==> src/rtl/kmeans_iter_ctrl.sv <==
// Iteration scheduler for the k-means datapath: streams N points per iteration, strobes the
// accumulator and stops on convergence or an iteration cap. Optional abort port: KMEANS_ABORT_EN.
module kmeans_iter_ctrl #(
  parameter int N        = 128,
  parameter int MAX_ITER = 16,
  parameter int RD_LAT   = 1
) (
  input  logic                 clk,
  input  logic                 rst,
  input  logic                 start,
  input  logic                 converged_in,
`ifdef KMEANS_ABORT_EN
  input  logic                 abort,
`endif
  output logic                 pt_rd_en,
  output logic [$clog2(N)-1:0] pt_addr,
  output logic                 valid,
  output logic                 clear_acc,
  output logic                 compute_mean,
  output logic                 busy,
  output logic                 done,
  output logic                 timeout,
  output logic [7:0]           iter_count
);

  localparam int AW = $clog2(N);

  typedef enum logic [2:0] {
    IDLE,
    CLEAR,
    STREAM,
    DRAIN,
    MEAN,
    CHECK,
    DONE
  } state_t;

  state_t              state_q, state_d;
  logic [AW-1:0]       ptAddr_q, ptAddr_d;
  logic [RD_LAT-1:0]   validPipe_q, validPipe_d;
  logic [1:0]          drainCnt_q, drainCnt_d;
  logic [7:0]          iterCnt_q, iterCnt_d;
  logic                timeout_q, timeout_d;
  logic                rdEn;
  logic                clearStrobe;
  logic                meanStrobe;
  logic                donePulse;
  logic                abortHit;

`ifdef KMEANS_ABORT_EN
  assign abortHit = abort && (state_q != IDLE);
`else
  assign abortHit = 1'b0;
`endif

  always_ff @(posedge clk or posedge rst) begin
    if (rst) begin
      state_q     <= IDLE;
      ptAddr_q    <= '0;
      validPipe_q <= '0;
      drainCnt_q  <= '0;
      iterCnt_q   <= '0;
      timeout_q   <= 1'b0;
    end else begin
      state_q     <= state_d;
      ptAddr_q    <= ptAddr_d;
      validPipe_q <= validPipe_d;
      drainCnt_q  <= drainCnt_d;
      iterCnt_q   <= iterCnt_d;
      timeout_q   <= timeout_d;
    end
  end

  always_comb begin
    state_d     = state_q;
    ptAddr_d    = ptAddr_q;
    drainCnt_d  = '0;
    iterCnt_d   = iterCnt_q;
    timeout_d   = timeout_q;
    rdEn        = 1'b0;
    clearStrobe = 1'b0;
    meanStrobe  = 1'b0;
    donePulse   = 1'b0;

    case (state_q)
      IDLE: begin
        if (start) begin
          state_d   = CLEAR;
          iterCnt_d = '0;
          timeout_d = 1'b0;
        end
      end
      CLEAR: begin
        clearStrobe = 1'b1;
        ptAddr_d    = '0;
        state_d     = STREAM;
      end
      STREAM: begin
        rdEn = 1'b1;
        if (ptAddr_q == AW'(N - 1)) begin
          ptAddr_d = '0;
          state_d  = DRAIN;
        end else begin
          ptAddr_d = ptAddr_q + AW'(1);
        end
      end
      // One cycle per pipeline stage so the last read's data has reached the accumulator.
      DRAIN: begin
        if (drainCnt_q == 2'(RD_LAT - 1)) begin
          state_d = MEAN;
        end else begin
          drainCnt_d = drainCnt_q + 2'd1;
        end
      end
      MEAN: begin
        meanStrobe = 1'b1;
        state_d    = CHECK;
      end
      // Convergence takes priority over the cap, so timeout only flags a genuine cut-off.
      CHECK: begin
        iterCnt_d = iterCnt_q + 8'd1;
        if (converged_in) begin
          state_d = DONE;
        end else if (iterCnt_q + 8'd1 == 8'(MAX_ITER)) begin
          state_d   = DONE;
          timeout_d = 1'b1;
        end else begin
          state_d = CLEAR;
        end
      end
      DONE: begin
        donePulse = 1'b1;
        state_d   = IDLE;
      end
      default: begin
        state_d = IDLE;
      end
    endcase

    validPipe_d[0] = rdEn;
    for (int i = 1; i < RD_LAT; i++) begin
      validPipe_d[i] = validPipe_q[i-1];
    end

    if (abortHit) begin
      state_d     = IDLE;
      ptAddr_d    = '0;
      validPipe_d = '0;
      drainCnt_d  = '0;
      iterCnt_d   = iterCnt_q;
      timeout_d   = timeout_q;
    end
  end

  assign pt_rd_en     = rdEn;
  assign pt_addr      = ptAddr_q;
  assign valid        = validPipe_q[RD_LAT-1];
  assign clear_acc    = clearStrobe;
  assign compute_mean = meanStrobe;
  assign busy         = (state_q != IDLE);
  assign done         = donePulse;
  assign timeout      = timeout_q;
  assign iter_count   = iterCnt_q;

endmodule

==> config.mk <==
export PLATFORM = sky130hd
export DESIGN_NAME = kmeans_iter_ctrl
export DESIGN_NICKNAME = d
export VERILOG_FILES = /design/src/rtl/kmeans_iter_ctrl.sv
export SDC_FILE = /design/constraint.sdc
export NUM_CORES = 1
export LEC_CHECK = 0
export BUFFER_PORTS_ARGS = -buffer_cell sky130_fd_sc_hd__clkbuf_2
export CORE_ASPECT_RATIO = 1.75
export CORE_UTILIZATION = 53
export DETAILED_ROUTE_END_ITERATION = 16
export GPL_ROUTABILITY_DRIVEN = 0
export PLACE_DENSITY = 0.78
export SLEW_MARGIN = 5
export SYNTH_ARGS = -nofsm -noshare
export SYNTH_HDL_FRONTEND = slang
export SYNTH_SLANG_ARGS = --single-unit
==> constraint.sdc <==
create_clock -name clk -period 1.95 [get_ports clk]
set_input_delay 0.195 -clock clk [delete_from_list [all_inputs] [get_ports clk]]
set_output_delay 0.195 -clock clk [all_outputs]
set_load 0.02 [all_outputs]
# Yosys cells after proc, flatten, opt, wreduce, memory -nomap -nowiden

Cells that the tools add are included.

$add $sub $neg: 3
Equal/unequal tests: 13
Mux-type cells: 20
Reduce and logical (&&, ||, !) cells: 8

Operators by type and width:

| kind                                           | number |
|---|---|
| case mux 3 bit (6 select lines)                | 1 |
| case mux 8 bit (2 select lines)                | 1 |
| 2-to-1 mux 3 bit                               | 5 |
| case mux 7 bit (2 select lines)                | 1 |
| inequality test 2 bit (second input constant)  | 5 |
| == test 3 bit (second input constant)          | 3 |
| adder 8 x 1 -> 8 bit (second input constant)   | 1 |
| == test 8 x 5 -> 1 bit (second input constant) | 1 |
| 2-to-1 mux 8 bit                               | 1 |
| adder 7 x 1 -> 7 bit (second input constant)   | 1 |
| == test 7 bit (second input constant)          | 1 |
| 2-to-1 mux 1 bit                               | 7 |
| 2-to-1 mux 7 bit                               | 1 |
| == test 3 x 2 -> 1 bit (second input constant) | 2 |
| 2-to-1 mux 2 bit                               | 2 |
| AND reduction 4 bit                            | 1 |
| nonzero test 2 bit                             | 2 |
| == test 3 x 1 -> 1 bit (second input constant) | 1 |
| zero test 3 bit                                | 1 |
| AND reduction 3 bit                            | 1 |
| nonzero test 3 bit                             | 1 |
| adder 2 x 1 -> 2 bit (second input constant)   | 1 |
| zero test 2 bit                                | 1 |
| case mux 1 bit (2 select lines)                | 1 |
| AND reduction 2 bit                            | 1 |

Register bits: 22
Input port bits: 4
Output and inout port bits: 22
Word-level logic and storage cells: 50

# Longest topological paths before layout

Depth after elaboration: 5
Mapped depth: 7

# Least setup slack after synthesis

No wires, ideal clock.

Path kind: flip-flop to flip-flop
Start point: register state_q[0]
End point: register ptAddr_q[0], in the netlist pt_addr[0]
Setup time: 0.125 ns
Arrival time: 1.609 ns
Slack: 0.216 ns
Cell stages (with the launch flop): 5
Path buffers: 1
Period minus slack after synthesis: 1.734 ns
Cells stage by stage: dfrtp_1 -> buf_2 -> nor3b_1 -> nor2_2 -> mux2_2

Longest elaborated chain between the ends: 2
Elaborated cells between the ends (all ways): 4
Classes of those cells: eq/ne: 2; mux: 1; reduce/logical: 1

RTL lines:

| item                                                                         | line | RTL |
|---|---|---|
| from (decl)                                                                  | 38   | `state_t state_q, state_d;` |
| from (signal assigned)                                                       | 65   | `state_q <= state_d;` |
| == test 3 x 2 -> 1 bit / == test 3 x 1 -> 1 bit (equally long branches)      | 85   | `case (state_q)` |
| case mux 7 bit (2 select lines) / nonzero test 2 bit (equally long branches) | n/a  |  |
| to (signal assigned)                                                         | 66   | `ptAddr_q <= ptAddr_d;` |
| to (decl)                                                                    | 39   | `logic [AW-1:0] ptAddr_q, ptAddr_d;` |

Several ways; a longest one is shown, not always the timed one.
A chain may end at the register's enable or synchronous reset.

# Final worst setup path

Start point: register iterCnt_q[0], in the netlist iter_count[0]
End point: register state_q[2]

Longest elaborated chain between the ends: 5

RTL lines:

| item                            | line | RTL |
|---|---|---|
| from (decl)                     | 42   | `logic [7:0] iterCnt_q, iterCnt_d;` |
| from (signal assigned)          | 69   | `iterCnt_q <= iterCnt_d;` |
| adder 8 x 1 -> 8 bit            | 124  | `end else if (iterCnt_q + 8'd1 == 8'(MAX_ITER)) begin` |
| == test 8 x 5 -> 1 bit          | 124  |  |
| 2-to-1 mux 3 bit                | 124  |  |
| 2-to-1 mux 3 bit                | 122  | `if (converged_in) begin` |
| case mux 3 bit (6 select lines) | 85   |  |

No other way between the ends.

==> summary.txt <==
Run status
  • Status: finished, final reports clean

Timing
  • Worst-margin pin slew: 455.0 ps
  • Fin crit share: ~90%
  • Final setup fails: 0
  • RSZ-0062 raised after global routing: false
  • Min Tclk post-route: 1771 ps
  • Setup_tns: 0 ps
  • Clock skew: 4.221 ps
  • Rel. slew slack: 69.57%
  • Fmax: ~560 MHz
  • Final hold violation count: 0
  • Final Max Tran Viols: 0

Pwr
  • VDD IR-drop max: 0.7076 mV
  • Static leakage: 0.7258 nW
  • Pwr Density: 1155 nW/um^2
  • Overall Power: 1.750 mW

Synthesis
  • YS warnings: 0
  • Post-synthesis mux area share: 0.8772%
  • Post-synthesis simple-gate area fraction: 23.10%
  • Mean post-synth cell area: 9.235 sq um
  • Post-synth EDFFs: 0
  • Xor and xnor area share after synthesis: 1.365%
  • Yosys cell types: 43
  • Cell area after synthesis: 1284 sq um
  • Post-synth top flop: dfrtp_1
  • Sequential-to-total area share from yosys stat: between 40% and 50%
  • Synth Area in Compound Gates: 22.71%
  • Post-Synthesis Net Count: 147
  • Ys async rst share: 100.0%
  • Largest family of logic cells by synthesized area: simple AND/OR/NAND/NOR gates
  • Seq cells post-synth: 22
  • Synth Instances: 139
  • Adder-Cell Fraction of Synth Area: 3.899%

Flow run
  • Maxcap violations: 0

Worst setup path
  • Worst R2R Start: iter_count[0]
  • Reg2Reg Capture Point: state_q[2]
  • Crit. End Element: flip-flop
  • Worst Path Class, Setup: reg -> reg
  • Setup crit start: iter_count[0]
  • R2r worst-path depth: 5
  • CP required: 2080 ps
  • Crit path launch type: flip-flop
  • WP data arrival: ~1900 ps
  • Crit path to: state_q[2]
  • FF-to-FF setup slack: 180 ps
  • Worst Path Max Fanout: 7

GRT
  • GRT busiest layer: met2
  • Largest net degree at the start of global routing: 23
  • Vias in the first global route: between 1,000 and 1,500
  • M2 GR Usage: between 40% and 50%
  • Overflow after GRT: 0
  • Met1 usage: 27.17%
  • Routing usage on met3: roughly 3.0%
  • Initial antenna violation count: 0
  • First-pass GRT wire length: roughly 4600 microns
  • Overall routing resource usage: 25.07%

Routing
  • Pre-antenna DRT Iters: 4
  • Post-route ant nets: 0
  • Wire length per cell: 14.57 microns
  • Routed WL: 2812 microns
  • Via count: approximately 1,100
  • Starting DRC count in detailed routing: 24
  • DRC Markers: 0
  • Vias/cell: slightly below 6

Floorplanning
  • Die height: 67.11 microns
  • Initial core utilization: 55.76%
  • Top Ports: 26
  • CORE AREA: 2302 sq um
  • Site Rows: 23
  • Die Span X: 39.21 microns
  • Die Area: 2631 sq um

CTS
  • H-tree depth: 1
  • CTS tree: built
  • Post-cts resize count: 0
  • Post-CTS setup repair buffer count: 0
  • CTS Buf Count: 3
  • CTS root buffer: clkbuf_8
  • # clock sinks: 22
  • Worst-skew pair later-pin latency: around 270 ps
  • Clock-pin slew on the worst setup and hold paths: 80 ps
  • Max Root-Sink Buffers: 2
  • CTS Hold Bufs: 1

Final layout
  • Fin area: 1515 sq um
  • Synth-to-layout area growth: 18.03%
  • Final #Nets: 177
  • ANT cells: 0
  • Share of layout cells above drive strength 1: 25.60%
  • Finished Layout Cells: a little under 200

Placed design
  • Post-DP Area: 1450 sq um
  • Port Buf Inserts: 25
  • Placed Instances: 188
  • Dpl hpwl: 2094 microns

Min path
  • Worst Hold Class: in -> reg
==> state kept, by name, summed over array words and instances, names as in the netlist <==
| signal | count |
|---|---|
| valid | 1 |
| iter_count | 8 |
| pt_addr | 7 |
| timeout | 1 |
| drainCnt_q | 2 |
| state_q | 3 |
==> cell type report <==
| cell class | count | area (sq um) |
|---|---|---|
| Sequential cell | 22 | 550.5 |
| Clock buffer | 4 | 55.05 |
| Tap cell | 25 | 31.28 |
| Fill cell | 199 | 787.0 |
| Timing Repair Buffer | 31 | 172.7 |
| Multi-Input combinational cell | 102 | 666.9 |
| Inverter | 9 | 38.79 |
==> report_power, final <==
group          switching, mW  internal, mW  total (mW)  leakage (nW)
Clock                  0.152         0.180       0.332        0.0288
Sequential            0.0811         0.539       0.620         0.298
Combinational          0.506         0.292       0.798         0.399
Total                  0.739          1.01        1.75         0.726
==> worst min-delay path by stage <==
stage | from | endpoint | slack (ps) | cells after the start
global route | converged_in | timeout | 190 | 2
finish | converged_in | timeout | 180 | 2
CTS | converged_in | timeout | 180 | 2
global placement | rst | valid | 220 | 3
floorplan | rst | drainCnt_q[0] | 180 | 1
detailed placement | rst | valid | 230 | 3
==> stage by stage <==
stage	worst slack [ps]	hold WS [ps]	util, %
after floorplan	216.4	184.2	-
after global placement	260.8	222.6	62.99
after detailed placement	194.8	232.2	62.99
after CTS	176.5	175.4	65.82
after global routing	33.97	189.3	65.82
final	178.9	179.0	65.82
==> logic make-up (layout without fill, tap and decap cells) <==
| logic type | count (synthesis) | in the layout |
|---|---|---|
| buffers and inverters | 15 | 44 |
| AO/OA/AOI/OAI | 42 | 42 |
| multiplexers | 1 | 1 |
| adder cells (fa/ha/maj) | 4 | 4 |
| XOR/XNOR | 2 | 2 |
| flip-flops | 22 | 22 |
| AND/OR/NAND/NOR | 53 | 53 |
==> layout by cell type, fill, tap and decap left out, drive strengths merged, types with 2 or more instances in the layout <==
cell type and count:
nor2 8, and4 2, xor2 2, clkbuf 29, a21oi 6, o22ai 2, dfrtp 22, and3 5
o21ai 19, inv 8, nand2 15, nor3 2, nor2b 2, buf 5, a31oi 4, nand3b 2
nand4 2, ha 4, nand3 4, and2 4
==> worst max-delay path, cell delays in order, from the launching register on <==
cell	delay (ps)
dfrtp_1	450
ha_1	290
and3_1	190
o2111a_1	250
o2111ai_2	280
a41oi_1	170
==> Yosys cell counts, types with 2 or more instances <==
master	n	area share, %
ha_1	4	3.9
nand3b_1	2	1.2
nand2_1	15	4.4
nand4_1	2	0.97
o21ai_0	9	3.5
clkbuf_1	2	0.59
and2_1	4	1.9
dfrtp_1	22	43
buf_2	4	1.6
a31oi_1	4	1.9
nor2b_1	2	0.97
inv_1	8	2.3
nand3_1	4	1.6
a21oi_1	6	2.3
o22ai_1	2	0.97
xor2_1	2	1.4
nor2_1	7	2.0
nor3_1	2	0.78
o21ai_1	10	3.9
and3_1	5	2.4
==> layer usage <==
| metal | vias up | part of all wire, % |
|---|---|---|
| li1 | 558 | - |
| met1 | 555 | 40 |
| met2 | 25 | 55 |
| met3 | 6 | 3.1 |
| met4 | 0 | 2.2 |
| met5 | - | 0 |
Note: power is estimated with default switching activity, not from simulation.
